File: src/rtl/ws2811_stream_decoder_if.sv
// Bus bundle for the WS2811 receive decoder: serial line in, pixel/frame reports out.
// The decoder takes the slave side; the driver or monitor takes the master side.
interface ws2811_stream_decoder_if;
  logic        serial_in;
  logic        pixel_valid;
  logic [23:0] pixel_data;
  logic [7:0]  pixel_index;
  logic        frame_done;
  logic [7:0]  pixel_count;
  logic        frame_error;
  logic        busy;

  modport slave (
    input  serial_in,
    output pixel_valid, pixel_data, pixel_index, frame_done,
    output pixel_count, frame_error, busy
  );

  modport master (
    output serial_in,
    input  pixel_valid, pixel_data, pixel_index, frame_done,
    input  pixel_count, frame_error, busy
  );
endinterface

File: src/rtl/ws2811_stream_decoder.sv
// WS2811 one-wire receiver: times each high pulse to recover bits, packs 24-bit
// pixels MSB-first with their frame index, and reports the frame on the latch gap.
module ws2811_stream_decoder #(
  parameter int BIT_THRESH   = 30,
  parameter int MIN_HIGH     = 8,
  parameter int MAX_HIGH     = 60,
  parameter int RESET_CYCLES = 2500,
  parameter int MAX_LEDS     = 11
) (
  input  logic                   clock,
  input  logic                   reset,
  ws2811_stream_decoder_if.slave bus
);

  localparam logic [15:0] LP_BIT_THRESH = 16'(BIT_THRESH);
  localparam logic [15:0] LP_MIN_HIGH   = 16'(MIN_HIGH);
  localparam logic [15:0] LP_MAX_HIGH   = 16'(MAX_HIGH);
  localparam logic [15:0] LP_RESET      = 16'(RESET_CYCLES);
  localparam logic [7:0]  LP_MAX_LEDS   = 8'(MAX_LEDS);

  typedef enum logic [1:0] {
    ST_SYNC = 2'd0,
    ST_IDLE = 2'd1,
    ST_HIGH = 2'd2,
    ST_LOW  = 2'd3
  } state_t;

  state_t      r_state;
  state_t      w_state_nx;
  logic        r_sync1, r_sync2, r_prev;
  logic        w_line, w_rise, w_fall;
  logic [15:0] r_hi_cnt, r_lo_cnt;
  logic [4:0]  r_bit_cnt;
  logic [7:0]  r_pix_cnt;
  logic [23:0] r_shift;
  logic [23:0] w_word;
  logic        w_start, w_stuck, w_bit_done, w_latch;
  logic        w_hi_clr, w_hi_inc, w_lo_clr, w_lo_inc;
  logic        r_pixel_valid, r_frame_done, r_frame_error, r_busy;
  logic [23:0] r_pixel_data;
  logic [7:0]  r_pixel_index, r_pixel_count;

  function automatic logic [15:0] sat_inc(input logic [15:0] v);
    return (v == 16'hFFFF) ? v : v + 16'd1;
  endfunction

  assign w_line = r_sync2;
  assign w_rise = r_sync2 & ~r_prev;
  assign w_fall = ~r_sync2 & r_prev;
  assign w_word = {r_shift[22:0], (r_hi_cnt > LP_BIT_THRESH)};

  // Two-flop synchronizer followed by the edge-detect history flop.
  always_ff @(posedge clock or negedge reset) begin
    if (!reset) begin
      r_sync1 <= 1'b0;
      r_sync2 <= 1'b0;
      r_prev  <= 1'b0;
    end else begin
      r_sync1 <= bus.serial_in;
      r_sync2 <= r_sync1;
      r_prev  <= r_sync2;
    end
  end

  // FSM state register.
  always_ff @(posedge clock or negedge reset) begin
    if (!reset) r_state <= ST_SYNC;
    else        r_state <= w_state_nx;
  end

  // FSM next-state logic.
  always_comb begin
    w_state_nx = r_state;
    case (r_state)
      ST_SYNC: w_state_nx = (!w_line && r_lo_cnt >= LP_RESET) ? ST_IDLE : ST_SYNC;
      ST_IDLE: w_state_nx = w_rise ? ST_HIGH : ST_IDLE;
      ST_HIGH: begin
        if (w_fall)                                w_state_nx = ST_LOW;
        else if (w_line && r_hi_cnt > LP_MAX_HIGH) w_state_nx = ST_SYNC;
        else                                       w_state_nx = ST_HIGH;
      end
      ST_LOW: begin
        if (w_rise)                    w_state_nx = ST_HIGH;
        else if (r_lo_cnt >= LP_RESET) w_state_nx = ST_IDLE;
        else                           w_state_nx = ST_LOW;
      end
      default: w_state_nx = ST_SYNC;
    endcase
  end

  // FSM output decode: per-state strobes steering the datapath.
  always_comb begin
    w_start    = 1'b0;
    w_stuck    = 1'b0;
    w_bit_done = 1'b0;
    w_latch    = 1'b0;
    w_hi_clr   = 1'b0;
    w_hi_inc   = 1'b0;
    w_lo_clr   = 1'b0;
    w_lo_inc   = 1'b0;
    case (r_state)
      ST_SYNC: begin
        w_lo_clr = w_line;
        w_lo_inc = ~w_line;
      end
      ST_IDLE: begin
        w_start  = w_rise;
        w_hi_clr = w_rise;
      end
      ST_HIGH: begin
        if (w_fall) begin
          w_bit_done = 1'b1;
          w_lo_clr   = 1'b1;
        end else if (w_line && r_hi_cnt > LP_MAX_HIGH) begin
          w_stuck  = 1'b1;
          w_lo_clr = 1'b1;
        end else begin
          w_hi_inc = 1'b1;
        end
      end
      ST_LOW: begin
        if (w_rise)                    w_hi_clr = 1'b1;
        else if (r_lo_cnt >= LP_RESET) w_latch  = 1'b1;
        else                           w_lo_inc = 1'b1;
      end
      default: w_lo_clr = 1'b1;
    endcase
  end

  // Counters, bit assembly and registered outputs.
  always_ff @(posedge clock or negedge reset) begin
    if (!reset) begin
      r_hi_cnt      <= 16'd0;
      r_lo_cnt      <= 16'd0;
      r_bit_cnt     <= 5'd0;
      r_pix_cnt     <= 8'd0;
      r_shift       <= 24'd0;
      r_pixel_valid <= 1'b0;
      r_pixel_data  <= 24'd0;
      r_pixel_index <= 8'd0;
      r_frame_done  <= 1'b0;
      r_pixel_count <= 8'd0;
      r_frame_error <= 1'b0;
      r_busy        <= 1'b0;
    end else begin
      r_pixel_valid <= 1'b0;
      r_frame_done  <= 1'b0;
      if (w_hi_clr)      r_hi_cnt <= 16'd0;
      else if (w_hi_inc) r_hi_cnt <= sat_inc(r_hi_cnt);
      if (w_lo_clr)      r_lo_cnt <= 16'd0;
      else if (w_lo_inc) r_lo_cnt <= sat_inc(r_lo_cnt);

      if (w_start) begin
        r_frame_error <= 1'b0;
        r_bit_cnt     <= 5'd0;
        r_pix_cnt     <= 8'd0;
        r_busy        <= 1'b1;
      end else if (w_stuck) begin
        r_frame_error <= 1'b1;
        r_busy        <= 1'b0;
      end else if (w_bit_done) begin
        r_shift <= w_word;
        // A glitch still contributes its (zero) bit so later pixels stay aligned.
        if (r_hi_cnt < LP_MIN_HIGH) r_frame_error <= 1'b1;
        if (r_bit_cnt == 5'd23) begin
          r_bit_cnt <= 5'd0;
          if (r_pix_cnt < LP_MAX_LEDS) begin
            r_pixel_valid <= 1'b1;
            r_pixel_data  <= w_word;
            r_pixel_index <= r_pix_cnt;
            r_pix_cnt     <= r_pix_cnt + 8'd1;
          end else begin
            r_frame_error <= 1'b1;
            r_pix_cnt     <= LP_MAX_LEDS;
          end
        end else begin
          r_bit_cnt <= r_bit_cnt + 5'd1;
        end
      end else if (w_latch) begin
        r_frame_done  <= 1'b1;
        r_pixel_count <= r_pix_cnt;
        r_busy        <= 1'b0;
        r_bit_cnt     <= 5'd0;
        if (r_bit_cnt != 5'd0) r_frame_error <= 1'b1;
      end
    end
  end

  assign bus.pixel_valid = r_pixel_valid;
  assign bus.pixel_data  = r_pixel_data;
  assign bus.pixel_index = r_pixel_index;
  assign bus.frame_done  = r_frame_done;
  assign bus.pixel_count = r_pixel_count;
  assign bus.frame_error = r_frame_error;
  assign bus.busy        = r_busy;

endmodule
File: src/flat_wrapper.sv
// flat-port wrapper written by rule: the top's interface ports become plain ports
module ws2811_stream_decoder_flat 
#(
  parameter int BIT_THRESH   = 30,
  parameter int MIN_HIGH     = 8,
  parameter int MAX_HIGH     = 60,
  parameter int RESET_CYCLES = 2500,
  parameter int MAX_LEDS     = 11
)
  (clock, reset, bus_serial_in, bus_pixel_valid, bus_pixel_data, bus_pixel_index, bus_frame_done, bus_pixel_count, bus_frame_error, bus_busy);
  ws2811_stream_decoder_if bus_i ();
  input  logic clock;
  input  logic reset;
  input wire logic [$bits(bus_i.serial_in)-1:0] bus_serial_in;
  output wire logic [$bits(bus_i.pixel_valid)-1:0] bus_pixel_valid;
  output wire logic [$bits(bus_i.pixel_data)-1:0] bus_pixel_data;
  output wire logic [$bits(bus_i.pixel_index)-1:0] bus_pixel_index;
  output wire logic [$bits(bus_i.frame_done)-1:0] bus_frame_done;
  output wire logic [$bits(bus_i.pixel_count)-1:0] bus_pixel_count;
  output wire logic [$bits(bus_i.frame_error)-1:0] bus_frame_error;
  output wire logic [$bits(bus_i.busy)-1:0] bus_busy;
  assign bus_i.serial_in = bus_serial_in;
  assign bus_pixel_valid = bus_i.pixel_valid;
  assign bus_pixel_data = bus_i.pixel_data;
  assign bus_pixel_index = bus_i.pixel_index;
  assign bus_frame_done = bus_i.frame_done;
  assign bus_pixel_count = bus_i.pixel_count;
  assign bus_frame_error = bus_i.frame_error;
  assign bus_busy = bus_i.busy;
  ws2811_stream_decoder #(.BIT_THRESH(BIT_THRESH), .MIN_HIGH(MIN_HIGH), .MAX_HIGH(MAX_HIGH), .RESET_CYCLES(RESET_CYCLES), .MAX_LEDS(MAX_LEDS)) u_core (.clock(clock), .reset(reset), .bus(bus_i));
endmodule
File: config.mk
export PLATFORM = sky130hd
export DESIGN_NAME = ws2811_stream_decoder_flat
export DESIGN_NICKNAME = d
export VERILOG_FILES = /design/src/rtl/ws2811_stream_decoder_if.sv /design/src/rtl/ws2811_stream_decoder.sv /design/src/flat_wrapper.sv
export SDC_FILE = /design/constraint.sdc
export NUM_CORES = 1
export LEC_CHECK = 0
export ABC_CLOCK_PERIOD_IN_PS = 1890
export CAP_MARGIN = 25
export CORE_ASPECT_RATIO = 0.6
export CORE_MARGIN = 10
export CORE_UTILIZATION = 31
export DETAILED_ROUTE_END_ITERATION = 7
export GPL_ROUTABILITY_DRIVEN = 0
export GPL_TIMING_DRIVEN = 0
export PLACE_DENSITY = 0.6
export SLEW_MARGIN = 20
export SYNTH_ARGS = -nofsm -noshare
export SYNTH_HDL_FRONTEND = slang
export SYNTH_SLANG_ARGS = --single-unit
File: constraint.sdc
create_clock -name clock -period 1.89 [get_ports clock]
set_input_delay 0.2835 -clock clock [delete_from_list [all_inputs] [get_ports clock]]
set_output_delay 0.2835 -clock clock [all_outputs]
set_load 0.01 [all_outputs]
After elaboration in Yosys (flattened, before gate mapping)
Cells that the tools add are included.
{"block": "totals", "elab_cells": 127, "in_bits": 3, "output_inout_bits": 44, "reg_bits": 117}
{"block": "op_classes", "bitwise": 7, "n_addsub": 4, "eq_ne": 10, "n_mux": 63, "n_reduce_logical": 22, "magnitude_cmp": 5}
{"op": "$mux W16", "count": 6}
{"op": "$mux W8", "count": 5}
{"op": "$mux W1", "count": 38}
{"op": "$add A16 B1 Y16 const B", "count": 2}
{"op": "$eq A16 B16 Y1 const B", "count": 2}
{"op": "$mux W5", "count": 5}
{"op": "$ge A16 B12 Y1 const B", "count": 1}
{"op": "$gt A16 B5 Y1 const B", "count": 1}
{"op": "$gt A16 B6 Y1 const B", "count": 1}
{"op": "$lt A16 B4 Y1 const B", "count": 1}
{"op": "$mux W2", "count": 5}
{"op": "$reduce_and A2 Y1", "count": 5}
{"op": "$add A8 B1 Y8 const B", "count": 1}
{"op": "$lt A8 B4 Y1 const B", "count": 1}
{"op": "$pmux W2 S4", "count": 1}
{"op": "$reduce_bool A2 Y1", "count": 4}
{"op": "$reduce_bool A4 Y1", "count": 2}
{"op": "$ne A2 B1 Y1 const B", "count": 3}
{"op": "$pmux W1 S2", "count": 3}
{"op": "$reduce_and A3 Y1", "count": 2}
{"op": "$reduce_bool A3 Y1", "count": 2}
{"op": "$add A5 B1 Y5 const B", "count": 1}
{"op": "$eq A5 B5 Y1 const B", "count": 1}
{"op": "$not A1 Y1", "count": 5}
{"op": "other kinds (10)", "count": 13}

Longest topological paths before layout
{"block": "depth", "depth_word": 8, "depth_mapped": 11, "mapped_depth_nobuf": 8}

Worst setup path after synthesis
Ideal clock, no wire load.
{"block": "synth_path", "path_type": "reg2reg", "start": "register u_core.r_state[0]", "end": "register u_core.r_pixel_data[10] (netlist: u_core.bus.pixel_data[10])", "synth_period_minus_slack_ps": 2069, "arrival_ps": 2004, "stages_incl_launch_ff": 12, "setup_ps": 65, "n_path_buf": 3, "required_time_ps": 1825, "setup_slack_ps": -179, "path_cell_list": "dfrtp_1 inv_1 ha_1 clkbuf_1 nand3b_1 nor2_1 nand3_1 inv_1 buf_2 buf_2 nand2_1 nand2_1"}
{"block": "synth_between", "elab_chain_cells": 4, "word_cells_on_any_way": 8, "classes_between": "2 x eq/ne; 3 x mux; 2 x bitwise; 1 x reduce/logical"}
{"element": "from (decl)", "line_no": "ws2811_stream_decoder.sv:28", "rtl": "state_t r_state;"}
{"element": "from (signal assigned)", "line_no": "ws2811_stream_decoder.sv:68", "rtl": "else r_state <= w_state_nx;"}
{"element": "$eq A2 B1 Y1 / $eq A2 B2 Y1 (equally long branches)", "line_no": "ws2811_stream_decoder.sv:101", "rtl": "case (r_state)"}
{"element": "$mux W1", "line_no": "ws2811_stream_decoder.sv:101"}
{"element": "$not A1 Y1 (no line)"}
{"element": "$reduce_and A5 Y1 (no line) (*)"}
{"element": "to (signal assigned)", "line_no": "ws2811_stream_decoder.sv:169", "rtl": "r_pixel_data <= w_word;"}
{"element": "to (decl)", "line_no": "ws2811_stream_decoder.sv:40", "rtl": "logic [23:0] r_pixel_data;"}
Every way passes the cells marked *; elsewhere a longest branch is shown, timed or not.
A chain may end at the register's enable or synchronous reset.

Worst setup path in the final report
{"block": "layout_path", "start": "register u_core.r_hi_cnt[9]", "end": "register u_core.r_pixel_count[2] (netlist: u_core.bus.pixel_count[2])"}
{"block": "layout_between", "elab_chain_cells": 7}
{"element": "from (decl)", "line_no": "ws2811_stream_decoder.sv:32", "rtl": "logic [15:0] r_hi_cnt, r_lo_cnt;"}
{"element": "from (signal assigned)", "line_no": "ws2811_stream_decoder.sv:149", "rtl": "else if (w_hi_inc) r_hi_cnt <= sat_inc(r_hi_cnt);"}
{"element": "$gt A16 B6 Y1", "line_no": "ws2811_stream_decoder.sv:114", "rtl": "end else if (w_line && r_hi_cnt > LP_MAX_HIGH) begin"}
{"element": "$logic_and A1 B1 Y1", "line_no": "ws2811_stream_decoder.sv:114"}
{"element": "$mux W1", "line_no": "ws2811_stream_decoder.sv:114"}
{"element": "$mux W1", "line_no": "ws2811_stream_decoder.sv:111", "rtl": "if (w_fall) begin"}
{"element": "$mux W1", "line_no": "ws2811_stream_decoder.sv:101"}
{"element": "$not A1 Y1 (no line)"}
{"element": "$reduce_and A4 Y1 (no line)"}
{"element": "to (signal assigned)", "line_no": "ws2811_stream_decoder.sv:181", "rtl": "r_pixel_count <= r_pix_cnt;"}
{"element": "to (decl)", "line_no": "ws2811_stream_decoder.sv:41", "rtl": "logic [7:0] r_pixel_index, r_pixel_count;"}
Every way passes these cells.

==> out/qor.csv <==
stage;metric;value;unit
grt;grt_pass1_wl;25200;um
pwr;p_sw;1.41;mW
pwr;p_per_area;750;nW/um2
setup_path;r2r_slack;-0.17;ns
pwr;pwr-share-clk;0.561;
clock_network;clock_latency;0.42;ns
logic_synthesis;synth_area_per_cell;9.47;um2
final_layout;drive_gt1_frac;0.296;
pwr;internal-power;4.68;mW
timing;grt_setup_unrepaired;true;
pwr;power.leakage;3.76;nW
drt;vias;4961;
setup_path;ff2ff_path_depth;6;
logic_synthesis;async_flop_share;1.00;
logic_synthesis;synth.most_common_cell;nand2_1;
setup_path;cp_data_required_time;2.19;ns
logic_synthesis;synthFlopType;dfrtp_1;
drt;antenna_left;0;
setup_path;crit_chain;nor4_4 -> nand3_2 -> o21a_4 -> a211o_1 -> buf_6 -> mux2_4;
final_layout;layout.nets;725;
timing;layout_setup_ws;-0.169;ns
clock_network;cts_tree;done;
timing;drv_slew;0;
grt;grt_start_max_net_pins;82;
die;num_rows;37;
setup_path;start_kind;flip-flop;
place;dp.cells;863;
final_layout;stdcell_count;958;
drt;wl_per_cell;16.7;um
clock_network;clock_path_buffers;2;
grt;grtUsageTotal;0.131;
pwr;switching_share;0.232;
clock_network;cts_sinks;117;
logic_synthesis;yosys-top-cells-area;dfrtp_1, nand2_1, ha_1;
setup_path;cp.depth;6;
place;portBuffers;46;
setup_path;slowest_stage;dfrtp_1;
grt;gr-total-overflow;0;
logic_synthesis;synth_edf_count;0;
logic_synthesis;synth_fp_nets;596;
setup_path;path_delay_family;compound AO/OA/AOI/OAI gates;
drt;drc_errors;0;
grt;grt_pass1_vias;4882;
setup_path;path_buf_inv;1;
drt;drt_wl_total;16000;um
timing;skew;0.00820;ns
die;die_height;123;um
pwr;share_comb_of_total_power;0.025;
setup_path;cpPeakStageDelay;0.47;ns
pwr;vdd_drop_max;0.000551;V
die;ios;47;
setup_path;cp.arrival;2.36;ns
logic_synthesis;ys_ff_latch;117;
setup_path;criticalPathCategory;flip-flop to flip-flop;
clock_network;cts_max_level;4;
logic_synthesis;yosys-top-cells-count;nand2_1, dfrtp_1, nor2_1;
pwr;total_power;6.09;mW
die;fp.dieW;192;um
timing;fmax;486;MHz
logic_synthesis;yosysUniqueCellTypes;58;
logic_synthesis;synth_top_area_cell;dfrtp_1;
drt;drtIter0Drc;509;
logic_synthesis;synth_top_area_share;0.531;
timing;post-route-period-util;1.09;
outcome;violations;negative setup slack;
final_layout;antennaDiodeCount;0;
drt;drtPass1Iterations;5;
pwr;seqPwrFrac;0.415;
setup_path;timing.rr.end;u_core.bus.pixel_count[2]$_DFFE_PN0P_;
clock_network;cts_root_buf;clkbuf_16;
setup_path;r2r-start;u_core.r_hi_cnt[9]$_DFFE_PN0P_;
drt;drt-vias-per-instance;5.18;
place;dp_hpwl;9780;um
timing;hold_ws;0.328;ns
logic_synthesis;yosys_warnings;0;
timing;setup_viol;46;
clock_network;path_clk_slew;0.06;ns
setup_path;cp_max_fo;9;
final_layout;syn_to_final_growth;47.3;%
timing;slew_headroom;0.716;
run;cap_violations;0;
hold_path;hp-class;primary input to asynchronous set/reset pin;
timing;period_needed;2.06;ns
die;design.die.area;23700;um2
outcome;status;finished with violations;
timing;tightest_slew;0.416;ns
die;core;17300;um2
logic_synthesis;synthesis.area;5510;um2
clock_network;cts_made_buffers;17;
logic_synthesis;ys_seq_area_frac;0.531;
logic_synthesis;syn_inst;582;
die;start_util;0.318;
timing;final-hold-violation-count;0;
setup_path;end_kind;flip-flop;
grt;grt_antenna_before_repair;0;
[cell usage in the layout, fill, tap and decap left out, types with 13 or more instances in the layout]
cell type | Yosys | routed
clkdlybuf4s50_1 | 0 | 45
clkbuf_16 | 0 | 19
dfrtp_1 | 117 | 103
nand4_1 | 13 | 13
buf_4 | 1 | 54
nor2_1 | 29 | 25
nand2_1 | 173 | 171
buf_6 | 1 | 17
dfrtp_2 | 0 | 14
o211ai_1 | 13 | 13
[worst max path at each step]
stage | startpoint | end
floorplan | u_core.r_lo_cnt[6]$_DFFE_PN0P_ | u_core.bus.pixel_count[0]$_DFFE_PN0P_
global placement | reset | u_core.r_hi_cnt[10]$_DFFE_PN0P_
detailed placement | u_core.r_lo_cnt[4]$_DFFE_PN0P_ | u_core.r_lo_cnt[13]$_DFFE_PN0P_
CTS | u_core.r_lo_cnt[8]$_DFFE_PN0P_ | u_core.bus.pixel_count[2]$_DFFE_PN0P_
global route | u_core.r_hi_cnt[9]$_DFFE_PN0P_ | u_core.bus.pixel_count[4]$_DFFE_PN0P_
finish | u_core.r_hi_cnt[9]$_DFFE_PN0P_ | u_core.bus.pixel_count[2]$_DFFE_PN0P_
[per-layer routing]
layer  share of wire  vias up  track usage
li1                -     2306            -
met1            0.49     2462        0.186
met2            0.43      173        0.193
met3           0.064       20       0.0332
met4           0.010        0       0.0405
met5               0        -            0
[cell type report]
type                            count  area, um2
Clock buffer                       17        425
Sequential cell                   117       2950
Fill cell                        1568       9200
Timing Repair Buffer              112       1080
Clock inverter                     15        194
Inverter                           17       66.3
Buffer                             24        218
Multi-Input combinational cell    422       2890
Tap cell                          234        293
[power by group through the flow]
stage | combinational, mW | clock, mW | sequential [mW]
after CTS | 0.138 | 3.46 | 2.52
after detailed placement | 0.110 | 0 | 2.57
final | 0.152 | 3.41 | 2.52
after global placement | 0.0967 | 0 | 2.57
after floorplan | 0.0341 | 0 | 2.57
after global routing | 0.170 | 3.59 | 2.52
[cell families (layout without fill, tap and decap cells)]
| group | after synthesis | count (layout) | share of synthesized area |
|---|---|---|---|
| mux | 13 | 13 | 0.0311 |
| buf+inv | 43 | 185 | 0.0327 |
| simple gates | 291 | 291 | 0.243 |
| flops | 117 | 117 | 0.531 |
| compound gates | 99 | 99 | 0.124 |
| fa+ha+maj | 11 | 11 | 0.0250 |
| xor+xnor | 8 | 8 | 0.0127 |
[what timing repair did]
item                                   CTS  global route
endpoints found under the hold margin   36             0
gates resized for setup                104            77
setup endpoints to repair              106            94
cloned                                   3             2
pin swaps                               47            29
setup buffers                           40            19
hold buffers                             1             0
[metrics by stage]
| stage | utilization | cell area, um2 | setup slack, ns | setup TNS, ns |
|---|---|---|---|---|
| after global routing | 0.469 | 8120 | -0.232 | -7.22 |
| after CTS | 0.441 | 7640 | -0.156 | -2.09 |
| after detailed placement | 0.365 | 6320 | -0.531 | -30.63 |
| after global placement | 0.363 | 6290 | -3.96 | -488.29 |
| final | 0.469 | 8120 | -0.169 | -2.93 |
| after floorplan | - | 5540 | -0.0681 | -0.656 |
[sequential cells by signal, summed over array words and instances (netlist names)]
signal                  count
u_core.bus.pixel_index      8
u_core.bus.busy             1
u_core.bus.frame_done       1
u_core.r_state              2
u_core.r_bit_cnt            5
u_core.r_prev               1
u_core.bus.pixel_data      24
u_core.bus.pixel_count      8
u_core.r_pix_cnt            8
u_core.r_shift             23
u_core.r_sync1              1
u_core.r_lo_cnt            16
u_core.r_hi_cnt            16
u_core.r_sync2              1
u_core.bus.frame_error      1
u_core.bus.pixel_valid      1
(Power assumes the default switching activity.)
